$ cat src/rtl/pkg_sprites.sv
// Shared sprite definitions: index constants, reset position table and the
// pack order used on the ColunasSprites / LinhasSprites buses.
package pkg_sprites;

    localparam int unsigned NUM_SPRITES = 6;
    localparam int unsigned POS_W       = 4;
    localparam int unsigned SEL_W       = 3;
    localparam int unsigned BUS_W       = NUM_SPRITES * POS_W;

    localparam logic [SEL_W-1:0] SPR_CELULA_PRETA = 3'd0;
    localparam logic [SEL_W-1:0] SPR_LIXO1        = 3'd1;
    localparam logic [SEL_W-1:0] SPR_LIXO2        = 3'd2;
    localparam logic [SEL_W-1:0] SPR_LIXO3        = 3'd3;
    localparam logic [SEL_W-1:0] SPR_ROBO         = 3'd4;
    localparam logic [SEL_W-1:0] SPR_CURSOR       = 3'd5;

    // Element [i] holds sprite index i.
    typedef logic [NUM_SPRITES-1:0][POS_W-1:0] pos_vec_t;

    localparam pos_vec_t COL_RESET = {4'd6, 4'd1, 4'd1, 4'd10, 4'd6, 4'd1};
    localparam pos_vec_t LIN_RESET = {4'd3, 4'd6, 4'd2, 4'd5, 4'd3, 4'd5};

    // Sprite 0 (CelulaPreta) lands in the most significant nibble.
    function automatic logic [BUS_W-1:0] pack_sprites(input pos_vec_t v);
        return {v[0], v[1], v[2], v[3], v[4], v[5]};
    endfunction

endpackage

$ cat src/rtl/filtro_botao.sv
// Button conditioner: 2-flop synchronizer, debounce counter and a single
// accept pulse per debounced press, re-armed only by a debounced release.
module filtro_botao #(
    parameter int unsigned DebounceCiclos = 250000
) (
    input  logic clk,
    input  logic reset,
    input  logic botao,
    output logic aceite
);

    localparam int unsigned CW = $clog2(DebounceCiclos + 1);
    localparam logic [CW-1:0] CNT_MAX  = CW'(DebounceCiclos);
    localparam logic [CW-1:0] CNT_LAST = CW'(DebounceCiclos - 1);

    logic [1:0]    sinc;
    logic          nivel;
    logic          armado;
    logic [CW-1:0] cnt;

    // cnt holds how many consecutive cycles sinc[1] has equalled nivel, saturating.
    always_ff @(posedge clk) begin
        if (reset) begin
            sinc   <= 2'b00;
            nivel  <= 1'b0;
            armado <= 1'b0;
            cnt    <= '0;
            aceite <= 1'b0;
        end else begin
            sinc   <= {sinc[0], botao};
            aceite <= 1'b0;
            if (sinc[1] != nivel) begin
                nivel <= sinc[1];
                cnt   <= CW'(1);
            end else if (cnt != CNT_MAX) begin
                cnt <= cnt + CW'(1);
                if (cnt == CNT_LAST) begin
                    if (nivel && armado) begin
                        aceite <= 1'b1;
                        armado <= 1'b0;
                    end else if (!nivel) begin
                        armado <= 1'b1;
                    end
                end
            end
        end
    end

endmodule

$ cat src/rtl/controle_sprites.sv
// Sprite-position controller: shadow positions updated by buttons and game
// writes, copied to the Grafico buses only on a v_sync falling edge.
module controle_sprites
    import pkg_sprites::*;
#(
    parameter int unsigned MaxColuna      = 11,
    parameter int unsigned MaxLinha       = 7,
    parameter int unsigned DebounceCiclos = 250000
) (
    input  logic             Clock,
    input  logic             Reset,
    input  logic             v_sync,
    input  logic             Cima,
    input  logic             Baixo,
    input  logic             Esquerda,
    input  logic             Direita,
    input  logic             SpriteWrite,
    input  logic [SEL_W-1:0] SpriteSel,
    input  logic [POS_W-1:0] SpriteColuna,
    input  logic [POS_W-1:0] SpriteLinha,
    output logic [BUS_W-1:0] ColunasSprites,
    output logic [BUS_W-1:0] LinhasSprites,
    output logic             FrameAtualizado
);

    localparam logic [POS_W-1:0] COL_MAX = POS_W'(MaxColuna);
    localparam logic [POS_W-1:0] LIN_MAX = POS_W'(MaxLinha);

    logic     ac_cima, ac_baixo, ac_esq, ac_dir;
    logic     vs_q;
    logic     borda_c;
    logic     escrita_ok_c;
    pos_vec_t col_sh, lin_sh;
    pos_vec_t col_nxt, lin_nxt;

    filtro_botao #(.DebounceCiclos(DebounceCiclos)) u_cima (
        .clk(Clock), .reset(Reset), .botao(Cima), .aceite(ac_cima)
    );
    filtro_botao #(.DebounceCiclos(DebounceCiclos)) u_baixo (
        .clk(Clock), .reset(Reset), .botao(Baixo), .aceite(ac_baixo)
    );
    filtro_botao #(.DebounceCiclos(DebounceCiclos)) u_esq (
        .clk(Clock), .reset(Reset), .botao(Esquerda), .aceite(ac_esq)
    );
    filtro_botao #(.DebounceCiclos(DebounceCiclos)) u_dir (
        .clk(Clock), .reset(Reset), .botao(Direita), .aceite(ac_dir)
    );

    assign borda_c      = vs_q && !v_sync;
    assign escrita_ok_c = SpriteWrite
                        && (SpriteSel <= SPR_CURSOR)
                        && (SpriteColuna <= COL_MAX)
                        && (SpriteLinha <= LIN_MAX);

    // Cursor move (one direction by priority), then game write, which overrides it.
    always_comb begin
        col_nxt = col_sh;
        lin_nxt = lin_sh;
        if (ac_cima) begin
            lin_nxt[SPR_CURSOR] = (lin_sh[SPR_CURSOR] == '0) ? LIN_MAX
                                : lin_sh[SPR_CURSOR] - POS_W'(1);
        end else if (ac_baixo) begin
            lin_nxt[SPR_CURSOR] = (lin_sh[SPR_CURSOR] >= LIN_MAX) ? '0
                                : lin_sh[SPR_CURSOR] + POS_W'(1);
        end else if (ac_esq) begin
            col_nxt[SPR_CURSOR] = (col_sh[SPR_CURSOR] == '0) ? COL_MAX
                                : col_sh[SPR_CURSOR] - POS_W'(1);
        end else if (ac_dir) begin
            col_nxt[SPR_CURSOR] = (col_sh[SPR_CURSOR] >= COL_MAX) ? '0
                                : col_sh[SPR_CURSOR] + POS_W'(1);
        end
        if (escrita_ok_c) begin
            col_nxt[SpriteSel] = SpriteColuna;
            lin_nxt[SpriteSel] = SpriteLinha;
        end
    end

    // Edge register starts low so leaving reset never fakes a frame boundary.
    always_ff @(posedge Clock) begin
        if (Reset) begin
            vs_q            <= 1'b0;
            col_sh          <= COL_RESET;
            lin_sh          <= LIN_RESET;
            ColunasSprites  <= pack_sprites(COL_RESET);
            LinhasSprites   <= pack_sprites(LIN_RESET);
            FrameAtualizado <= 1'b0;
        end else begin
            vs_q            <= v_sync;
            col_sh          <= col_nxt;
            lin_sh          <= lin_nxt;
            FrameAtualizado <= borda_c;
            if (borda_c) begin
                ColunasSprites <= pack_sprites(col_sh);
                LinhasSprites  <= pack_sprites(lin_sh);
            end
        end
    end

endmodule
$ cat config.mk
export PLATFORM = sky130hd
export DESIGN_NAME = controle_sprites
export DESIGN_NICKNAME = d
export VERILOG_FILES = /design/src/rtl/pkg_sprites.sv /design/src/rtl/filtro_botao.sv /design/src/rtl/controle_sprites.sv
export SDC_FILE = /design/constraint.sdc
export NUM_CORES = 1
export LEC_CHECK = 0
export ABC_AREA = 1
export CAP_MARGIN = 25
export CORE_MARGIN = 2
export CORE_UTILIZATION = 47
export DETAILED_ROUTE_END_ITERATION = 16
export HOLD_SLACK_MARGIN = 0.06
export MAX_ROUTING_LAYER = met4
export PLACE_DENSITY = 0.69
export SLEW_MARGIN = 10
export SYNTH_ARGS = -nofsm -noshare
export SYNTH_HDL_FRONTEND = slang
export SYNTH_HIERARCHICAL = 1
export SYNTH_SLANG_ARGS = --single-unit
$ cat constraint.sdc
create_clock -name Clock -period 1.2 [get_ports Clock]
set_input_delay 0.18 -clock Clock [delete_from_list [all_inputs] [get_ports Clock]]
set_output_delay 0.18 -clock Clock [all_outputs]
set_load 0.02 [all_outputs]
== Word-level counts from Yosys, hierarchy flattened ==
Cells that the tools add are included.
W data, S select, Z words.
Word-level totals
  bits in registers: 190
  input port bits: 19
  output and inout port bits: 49
Cells by class
  $add $sub $neg: 8
  $lt $le $gt $ge: 7
  equal/unequal tests: 16
  multiplexer cells: 36
  bitwise operators: 12
  reduce and logical (&&, ||, !) cells: 28
Operators by type and width (number)
  $add A18 B1 Y18 const B: 4
  $eq A18 B18 Y1 const B: 4
  $ne A18 B18 Y1 const B: 4
  $bwmux W24: 2
  $mux W24: 2
  $mux W4: 11
  $mux W1: 20
  $reduce_and A4 Y1: 4
  $reduce_or A4 Y1: 4
  $demux W4 S3: 1
  $not A1 Y1: 12
  $logic_and A1 B1 Y1: 9
  $add A4 B1 Y4 const B: 2
  $logic_not A4 Y1: 2
  $ne A2 B2 Y1 const B: 4
  $reduce_bool A2 Y1: 4
  $reduce_or A2 Y1: 4
  $sub A4 B1 Y4 const B: 2
  $ge A4 B3 Y1 const B: 1
  $ge A4 B4 Y1 const B: 1
  $le A4 B3 Y1 const B: 1
  $le A4 B4 Y1 const B: 1
  $lt A3 B4 Y1 const B: 1
  $ne A1 B1 Y1: 4
  3 further kinds: 3

== Longest topological paths before layout ==
Gate-level depths: netlist of the first run.
  word-level depth: 8
  depth in mapped cells: 11
  mapped depth without buffers: 11

== Cells and area by module ==
Netlist of the first run, hierarchy kept.
Modules (own cells, without submodules)
  filtro_botao: times used 4, cells an instance 173, area an instance 1178.6 um^2, seq. area each 460.4 um^2
  controle_sprites: times used 1, cells an instance 497, area an instance 3851.2 um^2, seq. area each 1961.9 um^2

== Worst setup path before layout of the first run ==
OpenSTA, ideal clock, no wires.
  path type: flip-flop to flip-flop
  start point: register u_baixo.cnt[0]
  end point: register u_baixo.cnt[12]
  library setup time: 113 ps
  arrival time: 1172 ps
  slack: -85 ps
  cell stages (with the launch flop): 9
  buffers on the path: 0
  period minus slack after synthesis: 1285 ps
  path through: dfxtp_1 ha_1 inv_1 nor2_2 nand2_2 inv_2 nand2_1 nor2_1 nor2_1
On the way
  cells in the longest elaborated chain, start to end: 1
  elaborated cells between the ends (all ways): 2
  those cells by class: add/sub (1); eq/ne (1)
Ends and longest elaborated chain
  start, declared: line filtro_botao.sv:19  | logic [CW-1:0] cnt;
  start signal, assigned: line filtro_botao.sv:36  | cnt <= cnt + CW'(1);
  $add A18 B1 Y18 / $ne A18 B18 Y1 (equally long branches): line filtro_botao.sv:36, filtro_botao.sv:35
Parallel ways exist; a longest one is shown, timed or not.
A chain may end at the register's enable or synchronous reset.

== Final worst setup path of the first run ==
  start point: register u_dir.cnt[1]
  end point: register u_dir.cnt[2]
On the way
  cells in the longest elaborated chain, start to end: 1
  elaborated cells between the ends (all ways): 2
  those cells by class: add/sub (1); eq/ne (1)
Ends and longest elaborated chain (line)
  start, declared: filtro_botao.sv:19
  start signal, assigned: filtro_botao.sv:36
  $add A18 B1 Y18 / $ne A18 B18 Y1 (equally long branches): filtro_botao.sv:36, filtro_botao.sv:35
Parallel ways exist; a longest one is shown, timed or not.

==> results.md, run 1 <==
* Status: finished with violations
* Failing checks: setup timing
* Vias at 8277
* Synth Register Bits at 190
* Comb pwr share at 0.100
* Slowest CP cell: dfxtp_4
* Vias in the first global route at 7395
* Hold Crit Depth at 3
* Arrival time worst endpoint at 1.72 ns
* I/O Buffers at 67
* Worst-Skew Late Latency at 0.45 ns
* Die width at 139 um
* Crit-path cells: inv_4 > ha_4 > nand2_1 > nor2_1 > nand2_1 > nor2_4 > nand2_2 > nand2_2 > nand2_1 > nand2_1 > nor2_1
* Clk network pwr share at 0.422
* CTS clock-pin slew for the worst setup and hold paths at 0.08 ns
* Total clock sinks at 190
* Length in cells of the worst reg-to-reg path at 11
* Cell Area, Placed at 10200 um2
* DRC at 0
* CP most frequent cell: nand2_1
* Final Cell Area at 12000 um2
* Synth Flop Type: dfxtp_1
* Antenna violations before repair at 0
* GPL Wtd Cong at 0.912
* Multi-input gate area at 4970 um2
* Post-DP HPWL at 14.5 mm
* Critical path type: reg2reg
* Area leader, netlist: dfxtp_1
* CP Buf/Inv Count at 1
* CTS tree: built
* Worst R2R Setup Slack at -0.18 ns
* Crit-path max cell delay at 0.37 ns
* Die ar. at 19300 um2
* Htree depth at 4
* Mapped Avg Cell Area at 7.20 um2
* TNS Setup at -3.86 ns
* Worst setup margin at -0.183 ns
* Number of cell rows at 49
* Nets at 1417
* Chip height at 139 um
* RSZ-0062 raised after global routing: yes
* Syn nets at 1220
* Worst hold path type: in2reg
* Max_cap viols at 0
* Global-route wire length before repair at 34.5 mm
* TritonCTS buffer count at 17
* Initial core utilization at 0.478
* Post-synth ARST share at 0
* All-layer global routing usage at 0.220
* Ys Warns at 6
* Area grow syn2layout at 39.6%
* Filler instances at 1474
* List of most frequent post-synthesis cells: nand2_1 (264), nor2_1 (221), dfxtp_1 (190)
* Final hold violations at 0
* Grt total ovfl at 0
* Critical R2R Launch: u_dir/cnt[1]
* VDD IR max at 0.00101 V
* Inserted Diodes at 0
* Wire length per cell at 13.8 um
* Top Family by Delay on Critical Path: simple AND/OR/NAND/NOR gates
* Synth unique cells at 35
* Psw at 3.83 mW
* Share of layout cells above drive strength 1 at 0.354
* Pins Over Slew Limit at 0
* Power share of the sequential group at 0.477
* Top post-synthesis cells by area: dfxtp_1 (44%), nand2_1 (12%), nor2_1 (9.7%)
* P_int at 9.93 mW
* Critical path launch point type: register
* Most numerous cell in the Yosys netlist: nand2_1
* Util after Layout at 0.668
* DRT iter0 DRCs at 474
* Post-Layout Cell Count at 1628
* Antenna Nets Post-Route at 0
* Crit share post-route at 1.15
* Seq/Total Area, Yosys at 0.444
* Terminus of the critical flop-to-flop path: u_dir/cnt[2]
* Final wirelength at 22.4 mm
* Drt first pass iters at 5
* Relative slew margins at 0.749
* Dpl cells at 1553
* CP max FO at 4
* Cells after Synth at 1189
* Largest net degree at the start of global routing at 46
* Data required time of the worst path at 1.54 ns
* Register area at 3920 um2
* Root buffer cell: clkbuf_16
* EDFF count, synth at 0
* Post-synth top area share at 0.444
* Post-CTS Hold Buffers at 0
* Cell area after synthesis at 8570 um2
* Final setup vio count at 57
* Clock skew at 0.0110 ns
* CP Launch Point: u_dir/cnt[1]
* Min cycle time layout at 1.38 ns
* Core area at 17900 um2
* Pwr Density at 1150 nW/um2
* Power, Total at 13.8 mW
* Vias per cell at 5.08
* Sw frac at 0.278
* Crit end category: register
* Worst-Margin Slew at 0.376 ns
* LEAKAGE at 5.00 nW
* CP Depth at 11
* Io pins at 68
* Setup crit end: u_dir/cnt[2]
* Clock Tree Buf Depth at 2
* Max Clock Freq at 723 MHz
## area by class of cell
| type | instances | share of cell area |
|---|---|---|
| Sequential cell | 190 | 0.327 |
| Tap cell | 229 | 0.0240 |
| Inverter | 128 | 0.0448 |
| Timing Repair Buffer | 200 | 0.136 |
| Multi-Input combinational cell | 849 | 0.416 |
| Clock inverter | 15 | 0.0171 |
| Clock buffer | 17 | 0.0356 |
## tightest hold or removal path, cell delays in order
cell	delay, ns
clkdlybuf4s50_1	0.39
inv_1	0.05
nor2_1	0.03
## placed cells by master, fill, tap and decap left out, types with 13 or more instances in the layout
master           count
nand2_1            232
buf_4              106
clkbuf_16           17
nand2_2             43
dfxtp_4             18
nor2_4              35
inv_4               15
o21ai_0             49
dfxtp_1            136
a21oi_1             43
inv_2               13
nand2_4             14
inv_1               97
buf_6               16
a21oi_2             18
clkdlybuf4s50_1     18
nor2_2              21
o21ai_1             19
nand4_1             26
nand3_1             45
nor2_1             194
dfxtp_2             36
buf_2               49
## routing by layer
metal,wire length (um),global-route usage,vias up,part of all wire
met5,0,-,-,0
met1,10100,0.285,3883,0.45
met4,325,0.0574,0,0.014
met2,11300,0.361,147,0.50
li1,-,-,4216,-
met3,756,0.0335,31,0.034
## cell families (layout without fill, tap and decap cells)
group                      count (synthesis)  after routing  synth area share
xor gates and xnor gates                  15             15            0.0188
buffers and inverters                    154            360            0.0704
AOI/OAI and AO/OA                        161            161             0.102
and+or+nand+nor                          657            661             0.348
DFF                                      190            190             0.444
adders and majority gates                 12             12            0.0175
## what timing repair did
item                       4_1_cts  5_1_grt
hold endpoints to repair         0        0
pin swaps                       19      122
setup buffers                    9       34
setup endpoints to repair      106      104
cloned                           1        3
gates resized for setup        262      261
## stage by stage
stage	setup WS [ns]	hold WS (ns)
global placement	-0.439	0.391
global route	-0.258	0.280
finish	-0.183	0.244
detailed placement	-0.490	0.395
floorplan	-0.0227	0.235
CTS	-0.124	0.236
## worst min path at each step
| stage | from | to |
|---|---|---|
| final | Esquerda | u_esq/sinc[0] |
| after floorplan | Reset | u_baixo/cnt[0] |
| after CTS | Esquerda | u_esq/sinc[0] |
| after detailed placement | u_dir/sinc[0] | u_dir/sinc[1] |
| after global placement | u_baixo/sinc[0] | u_baixo/sinc[1] |
| after global routing | Esquerda | u_esq/sinc[0] |
## power by group through the flow
stage / clock network (mW) / registers, mW / logic, mW
final: 5.81 / 6.57 / 1.38
after global routing: 6.18 / 6.59 / 1.51
after CTS: 5.91 / 6.56 / 1.13
after detailed placement: 0 / 6.71 / 1.16
after global placement: 0 / 6.70 / 1.14
after floorplan: 0 / 6.79 / 0.472
Power figures use the tool's default switching activity.
==> run 2: changes to the inputs <==
--- a/config.mk
+++ b/config.mk
@@ -18,3 +18,4 @@
 export SYNTH_HDL_FRONTEND = slang
 export SYNTH_HIERARCHICAL = 1
 export SYNTH_SLANG_ARGS = --single-unit
+export TNS_END_PERCENT = 20
==> results.md, run 2 (synthesized netlist as in run 1, its figures left out) <==
* Antenna Nets Post-Route at 0 (unchanged)
* Filler instances at 1565 (was 1474)
* Most frequent cells in the layout: nand2_1 (239), nor2_1 (200), dfxtp_1 (144), inv_1 (100), buf_4 (95) (was nand2_1 (232), nor2_1 (194), dfxtp_1 (136), buf_4 (106), inv_1 (97))
* Worst R2R Setup Slack at -0.17 ns (was -0.18 ns)
* Max_cap viols at 0 (unchanged)
* Slowest CP cell: dfxtp_4 (unchanged)
* Vias at 7940 (was 8277)
* Critical path type: reg2reg (unchanged)
* Chip height at 139 um (unchanged)
* Root buffer cell: clkbuf_16 (unchanged)
* VDD IR max at 0.00107 V (was 0.00101 V)
* Terminus of the critical flop-to-flop path: u_dir/cnt[6] (was u_dir/cnt[2])
* CP Buf/Inv Count at 4 (was 1)
* Final setup vio count at 37 (was 57)
* Crit share post-route at 1.15 (about the same)
* Final hold violations at 0 (unchanged)
* Vias per cell at 4.97 (was 5.08)
* All-layer global routing usage at 0.219 (was 0.220)
* Worst-Margin Slew at 0.357 ns (was 0.376 ns)
* Drt first pass iters at 5 (unchanged)
* Inserted Diodes at 0 (unchanged)
* Length in cells of the worst reg-to-reg path at 9 (was 11)
* Min cycle time layout at 1.37 ns (was 1.38 ns)
* Failing checks: setup timing (unchanged)
* Final wirelength at 20.9 mm (was 22.4 mm)
* Crit-path max cell delay at 0.37 ns (about the same)
* Post-DP HPWL at 14.3 mm (was 14.5 mm)
* Global-route wire length before repair at 34.4 mm (was 34.5 mm)
* Relative slew margins at 0.761 (was 0.749)
* TritonCTS buffer count at 17 (unchanged)
* Setup WS pre-CTS at -0.458 ns (was -0.490 ns)
* Hold Crit Depth at 4 (was 3)
* HP Start: SpriteColuna[3] (was Esquerda)
* Pwr Density at 1190 nW/um2 (was 1150 nW/um2)
* DRC at 0 (unchanged)
* Nets at 1387 (was 1417)
* GPL Wtd Cong at 0.879 (was 0.912)
* Commonest non-fill, non-tap cell in the layout: nand2_1 (unchanged)
* Multi-input gate area at 4690 um2 (was 4970 um2)
* Clock Tree Buf Depth at 2 (unchanged)
* Die ar. at 19300 um2 (unchanged)
* DRT iter0 DRCs at 346 (was 474)
* Io pins at 68 (unchanged)
* LEAKAGE at 4.80 nW (was 5.00 nW)
* Status: finished with violations (unchanged)
* Largest net degree at the start of global routing at 55 (was 46)
* Number of cell rows at 49 (unchanged)
* Htree depth at 4 (unchanged)
* RSZ-0062 raised after global routing: yes (unchanged)
* Max Clock Freq at 728 MHz (was 723 MHz)
* Area grow syn2layout at 32.4% (was 39.6%)
* Wire length per cell at 13.1 um (was 13.8 um)
* Core area at 17900 um2 (unchanged)
* Antenna violations before repair at 0 (unchanged)
* CP max FO at 6 (was 4)
* Data required time of the worst path at 1.52 ns (was 1.54 ns)
* Share of layout cells above drive strength 1 at 0.306 (was 0.354)
* Arrival time worst endpoint at 1.70 ns (was 1.72 ns)
* Grt total ovfl at 0 (unchanged)
* Clock skew at 0.0107 ns (was 0.0110 ns)
* Crit-path cells: buf_6 > ha_4 > inv_4 > nor2_4 > nand2_4 > inv_6 > buf_4 > o21ai_0 > a21oi_1 (was inv_4 > ha_4 > nand2_1 > nor2_1 > nand2_1 > nor2_4 > nand2_2 > nand2_2 > nand2_1 > nand2_1 > nor2_1)
* Vias in the first global route at 7354 (was 7395)
* Worst-Skew Late Latency at 0.44 ns (was 0.45 ns)
* Worst hold path type: in2reg (unchanged)
* CTS tree: built (unchanged)
* Top Family by Delay on Critical Path: flip-flops (was simple AND/OR/NAND/NOR gates)
* Crit end category: register (unchanged)
* Worst setup margin at -0.174 ns (was -0.183 ns)
* CTS clock-pin slew for the worst setup and hold paths at 0.08 ns (about the same)
* Hold slack final at 0.187 ns (was 0.244 ns)
* Pins Over Slew Limit at 0 (unchanged)
* I/O Buffers at 67 (unchanged)
* Critical path launch point type: register (unchanged)
* Die width at 139 um (unchanged)
* Register area at 3880 um2 (was 3920 um2)
* Critical R2R Launch: u_dir/cnt[0] (was u_dir/cnt[1])
* Total clock sinks at 190 (unchanged)
* Initial core utilization at 0.478 (unchanged)
[run 2: cell types whose count changed in the layout (fill, tap and decap cells not counted), sizes merged]
cell,before,now
clkdlybuf4s50,18,13
dlymetal6s2s,0,5
inv,136,130
nand3,62,60
buf,182,156
nand4,32,30
clkinv,7,13
[run 2: metrics by stage]
| stage | total power, mW | cells | setup TNS [ns] | cell area (um2) | util |
|---|---|---|---|---|---|
| floorplan | 7.27 | 1189 | -0.145 | 8570 | - |
| global placement | 7.82 | 1554 | -44.34 | 10200 | 0.569 |
| detailed placement | 7.83 | 1554 | -43.81 | 10200 | 0.569 |
| CTS | 13.5 | 1589 | -2.14 | 10700 | 0.598 |
| global route | 14.1 | 1598 | -7.78 | 11300 | 0.633 |
| finish | 13.5 | 1598 | -2.44 | 11300 | 0.633 |
[run 2: cell type report]
cell class,instances,share of cell area
flip-flops and latches,190,0.343
clock inverters,15,0.0167
repair buffers,174,0.118
well taps,229,0.0253
multi-input cells,845,0.414
inverters,128,0.0465
clock buffers,17,0.0375
[run 2: repair_timing]
item | 4_1_cts | 5_1_grt
pin swaps | 14 | 57
buffers inserted | 3 | 9
endpoints found under the hold margin | 0 | 0
endpoints found under the setup margin | 110 | 113
hold buffers | 0 | 0
resized for setup | 247 | 183
[run 2: tightest hold or removal path, cell delays in order]
cell            delay [ns]
dlymetal6s2s_1        0.11
buf_4                 0.17
nand2_1               0.06
nand3_1               0.06
[run 2: worst max path at each step]
stage / slack [ns] / startpoint / cells past startpoint / endpoint
CTS: -0.13 / u_esq/cnt[0] / 11 / u_esq/cnt[2]
global placement: -0.44 / SpriteColuna[2] / 8 / register
finish: -0.17 / u_dir/cnt[0] / 9 / u_dir/cnt[6]
floorplan: -0.02 / u_baixo/cnt[0] / 11 / u_baixo/cnt[2]
global route: -0.23 / u_dir/cnt[1] / 11 / u_dir/cnt[2]
detailed placement: -0.46 / SpriteColuna[2] / 8 / register
[run 2: power breakdown]
group	total, mW	internal [mW]	switching [mW]
clock	5.76	2.85	2.90
combinational	1.20	0.504	0.697
sequential	6.58	6.45	0.131
[run 2: layer usage]
metal	part of all wire	wire [um]	up-vias	track usage
met5	0	0	-	-
met4	0.014	302	0	0.0638
met3	0.039	822	28	0.0356
met2	0.48	9980	150	0.347
met1	0.47	9760	3625	0.290
li1	-	-	4137	-
==> run 3: changes to the inputs <==
--- a/config.mk
+++ b/config.mk
@@ -10,9 +10,9 @@
 export CORE_MARGIN = 2
 export CORE_UTILIZATION = 47
 export DETAILED_ROUTE_END_ITERATION = 16
+export DONT_BUFFER_PORTS = 1
 export HOLD_SLACK_MARGIN = 0.06
 export MAX_ROUTING_LAYER = met4
-export PLACE_DENSITY = 0.69
 export SLEW_MARGIN = 10
 export SYNTH_ARGS = -nofsm -noshare
 export SYNTH_HDL_FRONTEND = slang
==> constraint.sdc (replaced) <==
create_clock -name Clock -period 1.2 [get_ports Clock]
set_input_delay 0.18 -clock Clock [delete_from_list [all_inputs] [get_ports Clock]]
set_output_delay 0.18 -clock Clock [all_outputs]
set_load 0.1 [all_outputs]
==> results.md, run 3 (synthesized netlist as in run 1, its figures left out) <==
* Relative slew margins at 0.678 (was 0.761)
* Hold worst-path end: u_baixo/cnt[8]
* Die width at 139 um (unchanged)
* Area grow syn2layout at 40.2% (was 32.4%)
* CTS tree: built (unchanged)
* Clock Tree Buf Depth at 2 (unchanged)
* Inserted Diodes at 0 (unchanged)
* Failing checks: setup timing (unchanged)
* VDD IR max at 0.000890 V (was 0.00107 V)
* Core area at 17900 um2 (unchanged)
* Crit end category: register (unchanged)
* Die ar. at 19300 um2 (unchanged)
* Total clock sinks at 190 (unchanged)
* Critical path type: reg2reg (unchanged)
* Share of layout cells above drive strength 1 at 0.319 (was 0.306)
* Slowest CP cell: dfxtp_4 (unchanged)
* DRC at 0 (unchanged)
* Number of cell rows at 49 (unchanged)
* DRT iter0 DRCs at 354 (was 346)
* Final hold violations at 0 (unchanged)
* Length in cells of the worst reg-to-reg path at 10 (was 9)
* Nets at 1389 (was 1387)
* TNS Setup at -2.14 ns (was -2.44 ns)
* Min cycle time layout at 1.34 ns (was 1.37 ns)
* Critical path launch point type: register (unchanged)
* Htree depth at 4 (unchanged)
* GPL Wtd Cong at 0.866 (was 0.879)
* Antenna violations before repair at 0 (unchanged)
* Crit-path cells: inv_2 > ha_4 > nand2_2 > nor2_1 > nand2_1 > nor2_2 > nand2_2 > nand2_2 > nand2_2 > a21oi_2 (was buf_6 > ha_4 > inv_4 > nor2_4 > nand2_4 > inv_6 > buf_4 > o21ai_0 > a21oi_1)
* Antenna Nets Post-Route at 0 (unchanged)
* Worst R2R Setup Slack at -0.14 ns (was -0.17 ns)
* Largest net degree at the start of global routing at 59 (was 55)
* CP most frequent cell: nand2_2
* Post-DP HPWL at 13.4 mm (was 14.3 mm)
* Hold Crit Depth at 5 (was 4)
* Initial core utilization at 0.478 (unchanged)
* Chip height at 139 um (unchanged)
* Hold slack final at 0.0725 ns (was 0.187 ns)
* Vias in the first global route at 7087 (was 7354)
* CP Launch Point: u_dir/cnt[1] (was u_dir/cnt[0])
* Clock skew at 0.00956 ns (was 0.0107 ns)
* Dpl cells at 1517 (was 1554)
* Io pins at 68 (unchanged)
* Post-Layout Cell Count at 1600 (was 1598)
* RSZ-0062 raised after global routing: yes (unchanged)
* Crit share post-route at 1.12 (was 1.15)
* Vias at 7918 (was 7940)
* Wire length per cell at 13.1 um (about the same)
* Grt total ovfl at 0 (unchanged)
* Worst hold path type: in2reg (unchanged)
* Vias per cell at 4.95 (was 4.97)
* Commonest non-fill, non-tap cell in the layout: nand2_1 (unchanged)
* Status: finished with violations (unchanged)
* Max Clock Freq at 744 MHz (was 728 MHz)
* Data required time of the worst path at 1.56 ns (was 1.52 ns)
* I/O Buffers at 0 (was 67)
* CTS clock-pin slew for the worst setup and hold paths at 0.08 ns (about the same)
* Power, Total at 14.2 mW (was 13.5 mW)
* Final setup vio count at 40 (was 37)
* Terminus of the critical flop-to-flop path: u_dir/cnt[0] (was u_dir/cnt[6])
* Crit-path max cell delay at 0.36 ns (was 0.37 ns)
* Critical R2R Launch: u_dir/cnt[1] (was u_dir/cnt[0])
* CP max FO at 4 (was 6)
* Worst-Skew Late Latency at 0.44 ns (about the same)
* Pwr Density at 1180 nW/um2 (was 1190 nW/um2)
* Global-route wire length before repair at 33.7 mm (was 34.4 mm)
* Final wirelength at 20.9 mm (about the same)
* Setup WS pre-CTS at -0.108 ns (was -0.458 ns)
* Most frequent cells in the layout: nand2_1 (243), nor2_1 (206), inv_1 (101), dfxtp_1 (99), buf_4 (84) (was nand2_1 (239), nor2_1 (200), dfxtp_1 (144), inv_1 (100), buf_4 (95))
* Root buffer cell: clkbuf_16 (unchanged)
* All-layer global routing usage at 0.217 (was 0.219)
* Worst setup margin at -0.143 ns (was -0.174 ns)
* Max_cap viols at 0 (unchanged)
* Arrival time worst endpoint at 1.70 ns (about the same)
* HP Start: Reset (was SpriteColuna[3])
* Drt first pass iters at 5 (unchanged)
* Pins Over Slew Limit at 0 (unchanged)
* Worst-Margin Slew at 0.481 ns (was 0.357 ns)
* TritonCTS buffer count at 17 (unchanged)
* Filler instances at 1466 (was 1565)
* LEAKAGE at 4.96 nW (was 4.80 nW)
-- run 3: cell types whose count changed in the layout (fill, tap and decap cells not counted), sizes merged --
cell,previous run,this run
clkinv,13,7
dlymetal6s4s,0,1
dlymetal6s2s,5,0
clkdlybuf4s50,13,0
clkbuf,17,18
buf,156,144
inv,130,135
dlygate4sd3,0,31
-- run 3: worst max-delay path by stage --
stage | end | slack, ns | cells after the start
6_report | u_dir/cnt[0] | -0.14 | 10
5_1_grt | u_dir/cnt[0] | -0.26 | 10
4_1_cts | u_cima/cnt[2] | -0.10 | 11
2_1_floorplan | u_baixo/cnt[2] | -0.03 | 11
3_5_place_dp | u_dir/cnt[2] | -0.11 | 11
3_3_place_gp | u_esq/cnt[2] | -0.06 | 11
-- run 3: timing repair --
| action | CTS | global route |
|---|---|---|
| endpoints found under the setup margin | 98 | 105 |
| gates resized for setup | 153 | 162 |
| pin swaps | 9 | 57 |
| hold buffers | 32 | 0 |
| setup buffers | 1 | 18 |
| endpoints found under the hold margin | 72 | 0 |
-- run 3: final cells by class --
class / instances / area, um2 / share of cell area
clock inverter: 14 / 160 / 0.0133
tap: 229 / 287 / 0.0239
multi-input combinational: 845 / 4560 / 0.380
sequential: 190 / 3950 / 0.329
timing repair buffer: 176 / 2100 / 0.175
clock buffer: 18 / 439 / 0.0366
inverter: 128 / 510 / 0.0425
-- run 3: power by group --
group / total (mW) / internal (mW) / switching, mW / leakage [nW]
Clock: 5.64 / 2.87 / 2.77 / 0.295
Combinational: 1.91 / 0.746 / 1.16 / 3.09
Sequential: 6.62 / 6.46 / 0.160 / 1.57
Total: 14.2 / 10.1 / 4.09 / 4.96
-- run 3: routing by layer --
layer / vias up / wire length [um] / global-route usage
li1: 4151 / - / -
met1: 3629 / 10000 / 0.282
met2: 115 / 10100 / 0.344
met3: 23 / 572 / 0.0439
met4: 0 / 282 / 0.0659
met5: - / 0 / -
-- run 3: through the flow --
stage / utilization / cell area (um2)
floorplan: - / 8600
global placement: 0.558 / 9990
detailed placement: 0.558 / 9990
CTS: 0.637 / 11400
global route: 0.671 / 12000
finish: 0.671 / 12000
-- run 3: worst max-delay path: cells and delay by family (launching register included) --
| kind | cells | cell delay [ns] |
|---|---|---|
| flip-flops | 1 | 0.36 |
| AO/OA/AOI/OAI | 1 | 0.13 |
| adder cells (fa/ha/maj) | 1 | 0.12 |
| AND/OR/NAND/NOR | 7 | 0.59 |
| buffers and inverters | 1 | 0.07 |
